<file path="src/rtl/multichannel_lockin_demod_pkg.sv">
// Shared types and helpers for the multichannel lock-in demodulator.
// Holds the sweep state encoding and a width-generic signed saturator.
package lockin_pkg;

  typedef enum logic [1:0] {IDLE, MULT, FILT, DONE} state_t;

  localparam int SAMPLE_W = 24;
  localparam logic signed [63:0] SAMPLE_MAX = (64'sd1 <<< (SAMPLE_W - 1)) - 64'sd1;
  localparam logic signed [63:0] SAMPLE_MIN = -(64'sd1 <<< (SAMPLE_W - 1));

  // Clamp a sign-extended value into the signed range of a w-bit word.
  function automatic logic signed [63:0] sat_w(input logic signed [63:0] x, input int w);
    logic signed [63:0] hi, lo;
    hi = (64'sd1 <<< (w - 1)) - 64'sd1;
    lo = -hi - 64'sd1;
    if (x > hi) return hi;
    if (x < lo) return lo;
    return x;
  endfunction

endpackage

</file>
<file path="src/rtl/multichannel_lockin_demod_frac_mul_sat.sv">
// Registered signed Q1.(W-1) x Q1.(W-1) multiply, floor-shifted back to W bits
// and saturated (only full-scale negative squared can overflow).
module frac_mul_sat
  import lockin_pkg::*;
#(
  parameter int W = 24
) (
  input  logic                clk,
  input  logic                reset,
  input  logic                en,
  input  logic signed [W-1:0] a,
  input  logic signed [W-1:0] b,
  output logic signed [W-1:0] p
);

  logic signed [2*W-1:0] prod;
  logic signed [63:0]    scaled;

  assign prod   = a * b;
  assign scaled = 64'(prod) >>> (W - 1);

  always_ff @(posedge clk) begin
    if (reset)   p <= '0;
    else if (en) p <= W'(sat_w(scaled, W));
  end

endmodule

</file>
<file path="src/rtl/multichannel_lockin_demod.sv">
// Lock-in demodulator: one shared I/Q multiplier pair swept over N_CH channels,
// per-channel first-order IIR smoothing, decimated output with overrun flag.
module multichannel_lockin_demod
  import lockin_pkg::*;
#(
  parameter int N_CH      = 4,
  parameter int W         = 24,
  parameter int LPF_SHIFT = 4,
  parameter int DECIM     = 1
) (
  input  logic              clk,
  input  logic              reset,
  input  logic              tick_i,
  input  logic [N_CH*W-1:0] sig_i,
  input  logic [W-1:0]      sin_i,
  input  logic [W-1:0]      cos_i,
  input  logic              clear_overrun_i,
  output logic [N_CH*W-1:0] i_o,
  output logic [N_CH*W-1:0] q_o,
  output logic              done_o,
  output logic              busy_o,
  output logic              overrun_o,
  output logic [31:0]       sample_count_o
);

  localparam int KW = (N_CH > 1) ? $clog2(N_CH) : 1;
  localparam int DW = (DECIM > 1) ? $clog2(DECIM) : 1;
  localparam int AW = W + LPF_SHIFT + 1;

  state_t state, state_nx;
  logic [KW-1:0]         k;
  logic [DW-1:0]         dcnt;
  logic [N_CH*W-1:0]     sig_r;
  logic signed [W-1:0]   sin_r, cos_r;
  logic signed [W-1:0]   x_k, pi, pq;
  logic signed [AW-1:0]  acc_i [N_CH];
  logic signed [AW-1:0]  acc_q [N_CH];
  logic signed [AW-1:0]  acc_ki, acc_kq;
  logic signed [AW+1:0]  nx_i, nx_q;
  logic [N_CH*W-1:0]     y_i, y_q;
  logic                  last_ch;

  assign last_ch = (int'(k) == N_CH - 1);
  assign busy_o  = (state != IDLE);

  always_comb begin
    state_nx = state;
    case (state)
      IDLE:    if (tick_i) state_nx = MULT;
      MULT:    state_nx = FILT;
      FILT:    state_nx = last_ch ? DONE : MULT;
      DONE:    state_nx = IDLE;
      default: state_nx = IDLE;
    endcase
  end

  always_ff @(posedge clk) begin
    if (reset) begin
      state <= IDLE;
      k     <= '0;
      sig_r <= '0;
      sin_r <= '0;
      cos_r <= '0;
    end else begin
      state <= state_nx;
      if (state == IDLE && tick_i) begin
        sig_r <= sig_i;
        sin_r <= sin_i;
        cos_r <= cos_i;
        k     <= '0;
      end else if (state == FILT && !last_ch) begin
        k <= k + 1'b1;
      end
    end
  end

  // Set beats clear so a simultaneous overrun is never lost.
  always_ff @(posedge clk) begin
    if (reset)                         overrun_o <= 1'b0;
    else if (tick_i && state != IDLE)  overrun_o <= 1'b1;
    else if (clear_overrun_i)          overrun_o <= 1'b0;
  end

  always_comb begin
    x_k    = '0;
    acc_ki = '0;
    acc_kq = '0;
    for (int c = 0; c < N_CH; c++) begin
      if (int'(k) == c) begin
        x_k    = sig_r[c*W +: W];
        acc_ki = acc_i[c];
        acc_kq = acc_q[c];
      end
    end
  end

  frac_mul_sat #(.W(W)) u_mul_i (
    .clk(clk), .reset(reset), .en(state == MULT), .a(x_k), .b(cos_r), .p(pi)
  );
  frac_mul_sat #(.W(W)) u_mul_q (
    .clk(clk), .reset(reset), .en(state == MULT), .a(x_k), .b(sin_r), .p(pq)
  );

  // acc += p - acc/2^S; steady state settles at p*2^S, hence the S+1 headroom bits.
  assign nx_i = (AW+2)'(acc_ki) + (AW+2)'(pi) - (AW+2)'(acc_ki >>> LPF_SHIFT);
  assign nx_q = (AW+2)'(acc_kq) + (AW+2)'(pq) - (AW+2)'(acc_kq >>> LPF_SHIFT);

  always_ff @(posedge clk) begin
    for (int c = 0; c < N_CH; c++) begin
      if (reset) begin
        acc_i[c] <= '0;
        acc_q[c] <= '0;
      end else if (state == FILT && int'(k) == c) begin
        acc_i[c] <= AW'(nx_i);
        acc_q[c] <= AW'(nx_q);
      end
    end
  end

  always_comb begin
    y_i = '0;
    y_q = '0;
    for (int c = 0; c < N_CH; c++) begin
      y_i[c*W +: W] = W'(sat_w(64'(acc_i[c] >>> LPF_SHIFT), W));
      y_q[c*W +: W] = W'(sat_w(64'(acc_q[c] >>> LPF_SHIFT), W));
    end
  end

  always_ff @(posedge clk) begin
    if (reset) begin
      i_o            <= '0;
      q_o            <= '0;
      done_o         <= 1'b0;
      sample_count_o <= '0;
      dcnt           <= '0;
    end else begin
      done_o <= 1'b0;
      if (state == DONE) begin
        if (int'(dcnt) == DECIM - 1) begin
          i_o            <= y_i;
          q_o            <= y_q;
          done_o         <= 1'b1;
          sample_count_o <= sample_count_o + 32'd1;
          dcnt           <= '0;
        end else begin
          dcnt <= dcnt + 1'b1;
        end
      end
    end
  end

endmodule

</file>
<file path="config.mk">
export PLATFORM = sky130hd
export DESIGN_NAME = multichannel_lockin_demod
export DESIGN_NICKNAME = d
export VERILOG_FILES = /design/src/rtl/multichannel_lockin_demod_pkg.sv /design/src/rtl/multichannel_lockin_demod_frac_mul_sat.sv /design/src/rtl/multichannel_lockin_demod.sv
export SDC_FILE = /design/constraint.sdc
export NUM_CORES = 2
export LEC_CHECK = 0
export CORE_ASPECT_RATIO = 1.75
export CORE_MARGIN = 5
export CORE_UTILIZATION = 30
export DETAILED_ROUTE_END_ITERATION = 10
export PLACE_DENSITY = 0.47
export SYNTH_ARGS = -nofsm -noshare
export SYNTH_HDL_FRONTEND = slang
export SYNTH_SLANG_ARGS = --single-unit
</file>
<file path="constraint.sdc">
create_clock -name clk -period 10.7 [get_ports clk]
set_input_delay 1.605 -clock clk [delete_from_list [all_inputs] [get_ports clk]]
set_output_delay 1.605 -clock clk [all_outputs]
set_load 0.01 [all_outputs]
</file>
* Yosys cells after proc, flatten, opt, wreduce, memory -nomap -nowiden
Memory sizes are Yosys's and may differ from the RTL's.
Cells that the tools add are included.
** Word-level totals
- Flip-flop bits (word level) :: 423
- Bits in writable memories :: 232
- Memories :: 2
- Output and inout bits :: 227
- Input port bits :: 148
** Memories
- acc_i :: words 4, bits a word 29, read ports 4, clocked after memory_dff 0, wr ports 4, line multichannel_lockin_demod.sv:36 : logic signed [AW-1:0] acc_i [N_CH];
- acc_q :: words 4, bits a word 29, read ports 4, clocked after memory_dff 0, wr ports 4, line multichannel_lockin_demod.sv:37 : logic signed [AW-1:0] acc_q [N_CH];
** Operators by class
- Reduce and logical (&&, ||, !) cells :: 15
- Multiply operators :: 2
- Eq/ne operators :: 7
- Bitwise gates (word level) :: 10
- Order comparisons :: 20
- Mux-type cells :: 119
- Add/sub/neg operators :: 7
** Operators with widths (number)
- $mux 24 :: 44
- $mux 29 :: 16
- $gt 25x24->1 const B :: 10
- $lt 25x24->1 const B :: 10
- $mul 24x24->48 :: 2
- $add 29x24->29 :: 2
- $sub 29x25->29 :: 2
- $mux 1 :: 56
- $add 32x1->32 const B :: 1
- $eq 2x2->1 const B :: 4
- $or 1x1->1 :: 8
- $pmux 2 s4 :: 1
- $logic_and 1x1->1 :: 7
- $eq 2x1->1 const B :: 2
- $logic_not 2->1 :: 2
- $mux 2 :: 2
- $reduce_bool 2->1 :: 2
- $reduce_or 2->1 :: 2
- $add 2x1->2 const B :: 1
- $ne 2x2->1 const B :: 1
- $not 1->1 :: 2
- $reduce_and 2->1 :: 1
- $add 1x1->1 const B :: 1
- $logic_not 1->1 :: 1

* Depth between registers and ports, before layout
- Depth in word-level cells :: 15
- Depth in mapped cells :: 40
- Mapped depth without buffers :: 36

* Hierarchy
A second synthesis with hierarchy kept.
** Unflattened totals
- Cell total of the unflattened synthesis :: 8398
- Area, all modules :: 74306.3 um^2
** Modules (own cells, without submodules)
- multichannel_lockin_demod :: area each 30317.8 um^2, cells an instance 3612, times used 1
- frac_mul_sat at u_mul_q :: area each 22160.0 um^2, cells an instance 2416, times used 1
- frac_mul_sat at u_mul_i :: area each 21828.4 um^2, cells an instance 2370, times used 1

* Worst setup path after synthesis
OpenSTA, ideal clock, no wires.
- Path type :: register -> register
- Start point :: reg k[0]
- End point :: reg u_mul_i.p[10]
- Library setup time :: 0.147 ns
- Period minus slack after synthesis :: 9.110 ns
- Stages on the path, launching flop included :: 35
- Arrival :: 8.963 ns
- Setup slack :: 1.590 ns
- Cells stage by stage :: dfxtp_1 > inv_1 > ha_1 > buf_2 > clkbuf_1 > nand2_1 > nor2_1 > a21oi_1 > nor2_1 > a21oi_1 > o21ai_0 > clkbuf_1 > clkbuf_1 > nand2_1 > inv_1 > fa_1 > fa_1 > inv_1 > fa_1 > inv_1 > fa_1 > fa_1 > fa_1 > fa_1 > ha_1 > and3_1 > a221o_1 > a21oi_1 > o21ai_0 > a41oi_4 > o21ai_2 > xnor2_1 > buf_6 > maj3_2 > a211oi_2
** Between the ends
- Word-level cells in the longest chain between the ends :: 13
- Elaborated cells on any way between the ends :: 21
** RTL lines
- start, declared :: line multichannel_lockin_demod.sv:31 : logic [KW-1:0] k;
- start signal, assigned :: line multichannel_lockin_demod.sv:72 : k <= k + 1'b1;
- $logic_not 2->1 :: line multichannel_lockin_demod.sv:89 : if (int'(k) == c) begin
- $mux 24 (3 in a row) :: line multichannel_lockin_demod.sv:89
- $mux 24 * :: line multichannel_lockin_demod.sv:89
- $mul 24x24->48 * :: line multichannel_lockin_demod_frac_mul_sat.sv:19 : assign prod = a * b;
- $lt 25x24->1 :: line multichannel_lockin_demod_pkg.sv:17 : if (x < lo) return lo;
- $mux 1 (2 in a row) :: line multichannel_lockin_demod_pkg.sv:17
- $mux 1 :: line multichannel_lockin_demod_frac_mul_sat.sv:24 : else if (en) p <= W'(sat_w(scaled, W));
- $mux 1 :: line multichannel_lockin_demod_frac_mul_sat.sv:23 : if (reset) p <= '0;
- $mux 24 :: line multichannel_lockin_demod_pkg.sv:18 : return x;
- $mux 24 * :: line multichannel_lockin_demod_pkg.sv:17
- end signal, assigned :: line multichannel_lockin_demod_frac_mul_sat.sv:24
- end, declared :: line multichannel_lockin_demod_frac_mul_sat.sv:13 : output logic signed [W-1:0] p
Mark *: on every way between the ends. The rest lies on a longest branch, timed or not. The select of a mux whose other input is x is not followed.
A chain may end at the register's enable or synchronous reset.

* Worst setup path after layout
- Start point :: reg k[1]
- End point :: reg u_mul_q.p[13]
** Between the ends
- Word-level cells in the longest chain between the ends :: 13
- Elaborated cells on any way between the ends :: 21
** RTL lines (line)
- $logic_not 2->1 :: multichannel_lockin_demod.sv:89
- $mux 24 (3 in a row) :: multichannel_lockin_demod.sv:89
- $mux 24 * :: multichannel_lockin_demod.sv:89
- $mul 24x24->48 * :: multichannel_lockin_demod_frac_mul_sat.sv:19
- $lt 25x24->1 :: multichannel_lockin_demod_pkg.sv:17
- $mux 1 (2 in a row) :: multichannel_lockin_demod_pkg.sv:17
- $mux 1 :: multichannel_lockin_demod_frac_mul_sat.sv:24
- $mux 1 :: multichannel_lockin_demod_frac_mul_sat.sv:23
- $mux 24 :: multichannel_lockin_demod_pkg.sv:18
- $mux 24 * :: multichannel_lockin_demod_pkg.sv:17
- end signal, assigned :: multichannel_lockin_demod_frac_mul_sat.sv:24
- end, declared :: multichannel_lockin_demod_frac_mul_sat.sv:13
Marks and branches as above.

==> impl_metrics.csv <==
group,metric,value,unit
critical_path,critical_path.max_fanout,24,
yosys,netlist.area_leader.share,34.5,%
timing,min_period,10.23,ns
timing,hold_viol,0,
yosys,synth_warnings,0,
final_layout,area_growth_syn_to_layout,13.6,%
route,dr_total_vias,56800,
power_and_ir_drop,power.density,114,mW/mm^2
yosys,synth_most_common_cell,"inv_1",
yosys,synth_compound_area_share,10.5,%
timing,slew_viol_final,0,
yosys,synthMuxAreaShare,0.0272,%
yosys,ys_seq_area_share,21.0,%
timing,clock.fmax,0.0977,GHz
die,start_util,30.1,%
yosys,syn_area,0.0735,sq mm
final_layout,fillers,25300,
power_and_ir_drop,p_comb_share,42.5,%
final_layout,design_area,0.0836,sq mm
global_routing,antenna_found_initial,12,
critical_path,crit_path_end_kind,"register",
timing,setup-tns-final,0,ns
route,drt_wl_total,254,mm
die,floorplan.die.width,384,microns
global_routing,grt_max_degree,152,
power_and_ir_drop,seqPwrFrac,29.7,%
die,core,0.244,sq mm
yosys,ys_ff_latch,654,
clock_network,path_clk_slew,0.07,ns
yosys,synthSimpleGateAreaFrac,16.2,%
final_layout,num-nets-final,10200,
flow_run,drv_cap,0,
timing,max_slew_margin,11.0,%
yosys,synthArstFlopShare,0,%
yosys,synth_top_family_by_area,"adder cells",
yosys,yosys-top-cells-area,"fa_1 35%, dfxtp_1 11%, edfxtp_1 9.5%",
power_and_ir_drop,p_int,0.00559,W
worst_hold_path,hold_path_class,"register to register",
yosys,synthAdderAreaFrac,40.7,%
placement,place_area,0.0810,sq mm
critical_path,startpoint_type,"register",
placement,port_buffers,374,
power_and_ir_drop,power,0.00952,W
final_layout,multi_input_comb_area,0.0512,sq mm
clock_network,clockRootBuffer,"clkbuf_16",
yosys,synth.avg_cell_area,8.82,sq um
placement,place.gp.congestion,0.898,
clock_network,cts_max_level,3,
yosys,synthXorXnorAreaFrac,1.75,%
timing,tightest_slew,1.34,ns
global_routing,grt_pass1_wl,384,mm
critical_path,slowest_stage,"or3_1",
clock_network,cts.sinks,654,
yosys,synth.net_count,10100,
outcome,status,"finished, final reports clean",
power_and_ir_drop,p_sw,0.00392,W
critical_path,crit_top_cell,"fa_1",
route,avgViaCountPerCell,4.83,
timing,finalCritPeriodShare,95.6,%
yosys,synth_common_cells,"1406 x inv_1, 1268 x fa_1, 1081 x nand2_1",
yosys,synth_top_area_cell,"fa_1",
global_routing,grtUsageTotal,19.7,%
critical_path,critPathRequiredTime,11.28,ns
route,drc,0,
power_and_ir_drop,peakVddDrop,0.106,mV
final_layout,drive_gt1_share,4.57,%
route,detail-route-antenna-nets,0,
global_routing,grt_pass1_vias,61300,
route,drt_iter0_drc,3029,
power_and_ir_drop,p_sw_share,41.2,%
clock_network,cts_max_path_buffers,3,
final_layout,regArea,0.0154,sq mm
power_and_ir_drop,p_leak,37.8,nW
placement,dp_hpwl,202,mm
global_routing,grt_overflow,0,
route,wl_per_cell,21.6,microns
clock_network,cts_hold_repair.buffers,0,
clock_network,cts_tree,"done",
critical_path,critPathArrivalTime,10.81,ns
die,io_pins,375,
final_layout,fin_util,34.2,%
power_and_ir_drop,clockPowerShare,27.8,%
yosys,synthCells,8339,
timing,setup_viol,0,
die,dieArea,0.256,sq mm
die,num_rows,240,
die,die_h,665,microns
timing,finClkSkew,0.0332,ns
critical_path,max_stage_delay,0.62,ns
yosys,synth_cell_types,79,
timing,rsz0062_at_grt,"false",
critical_path,worstSetupPathType,"register to register",
yosys,synth-edff-count,232,
route,drt-pass1-iter-count,6,
yosys,synthFlopType,"dfxtp_1",
clock_network,clk_latency,0.70,ns
clock_network,cts_buffers,70,
-- cells by family after synthesis --
kind of cell,Yosys count
AND/OR/NAND/NOR,2669
buffers and inverters,1926
adder cells (fa/ha/maj),1637
AO/OA/AOI/OAI,1304
flip-flops,654
XOR/XNOR,147
multiplexers,2
-- worst paths after layout --
kind,slack (ns),to,cells after the start,start
max reg2reg,0.47,u_mul_q.p[13],33,k[1]
min reg2reg,0.45,q_o[23],2,q_o[23]
max,0.47,u_mul_q.p[13],33,k[1]
min,0.45,q_o[23],2,q_o[23]
-- what timing repair did --
action	in CTS	in global routing
setup buffers	0	5
endpoints found under the setup margin	0	3
resized for setup	0	3
-- cell type report --
type / count / area share, %
Multi-Input combinational cell: 5760 / 61.3
Sequential cell: 654 / 18.5
Inverter: 1412 / 6.34
Timing Repair Buffer: 533 / 6.08
Tap cell: 3267 / 4.89
Clock buffer: 91 / 2.37
Clock inverter: 39 / 0.539
Antenna cell: 7 / 0.0210
-- registers in the layout, summed over array words and instances (netlist names) --
| name | flops |
|---|---|
| sin_r | 24 |
| u_mul_i.p | 24 |
| i_o | 96 |
| done_o | 1 |
| k | 2 |
| acc_i | 116 |
| sig_r | 96 |
| q_o | 96 |
| overrun_o | 1 |
| acc_q | 116 |
| sample_count_o | 32 |
| state | 2 |
| u_mul_q.p | 24 |
| cos_r | 24 |
-- worst max-delay path: cells and delay by family, from the launching register on --
| family | cells | cell delay [ns] |
|---|---|---|
| xor+xnor | 1 | 0.15 |
| flops | 1 | 0.47 |
| fa+ha+maj | 10 | 4.56 |
| simple gates | 4 | 0.93 |
| buf+inv | 7 | 1.13 |
| compound gates | 11 | 2.83 |
-- metrics by stage --
| step | hold slack [ns] | std cells | setup WS, ns |
|---|---|---|---|
| after global placement | 0.442 | 11600 | 0.469 |
| after floorplan | 0.436 | 8339 | 1.59 |
| final | 0.454 | 11800 | 0.470 |
| after CTS | 0.456 | 11800 | 0.346 |
| after detailed placement | 0.447 | 11600 | 0.365 |
| after global routing | 0.470 | 11800 | 0.0236 |
-- metal layers --
layer	part of all wire (%)	GRT usage [%]	wire length (microns)
met1	38	22.6	97400
met2	53	37.3	135000
met3	4.0	2.00	10100
met4	4.6	7.76	11700
met5	0.022	0	56
-- layout by cell type (no fill, tap or decap), types with 15 or more instances in the layout --
cell             count
nand4_1             28
maj3_1              26
o21ai_0            271
ha_1               319
a21oi_1            653
edfxtp_1           232
a21o_1              59
nand2_1           1075
clkdlybuf4s50_1    373
xnor2_1             83
inv_1             1407
nand3_1             37
buf_4              149
nor3_1              69
nor2b_1             24
clkbuf_16           73
maj3_2              20
nor3b_1             16
and3_1              27
a31oi_1             15
a211oi_1           130
dfxtp_1            415
a211oi_2            20
and2_1             530
fa_1              1268
nor2_1             806
o21ai_4             19
xor2_1              61
-- power groups by stage --
stage / Combinational (W) / Sequential (W) / Clock (W)
floorplan: 0.00266 / 0.00280 / 0
global placement: 0.00404 / 0.00288 / 0
detailed placement: 0.00408 / 0.00288 / 0
CTS: 0.00410 / 0.00282 / 0.00275
global route: 0.00448 / 0.00284 / 0.00282
finish: 0.00405 / 0.00282 / 0.00265
(Power assumes the default switching activity.)
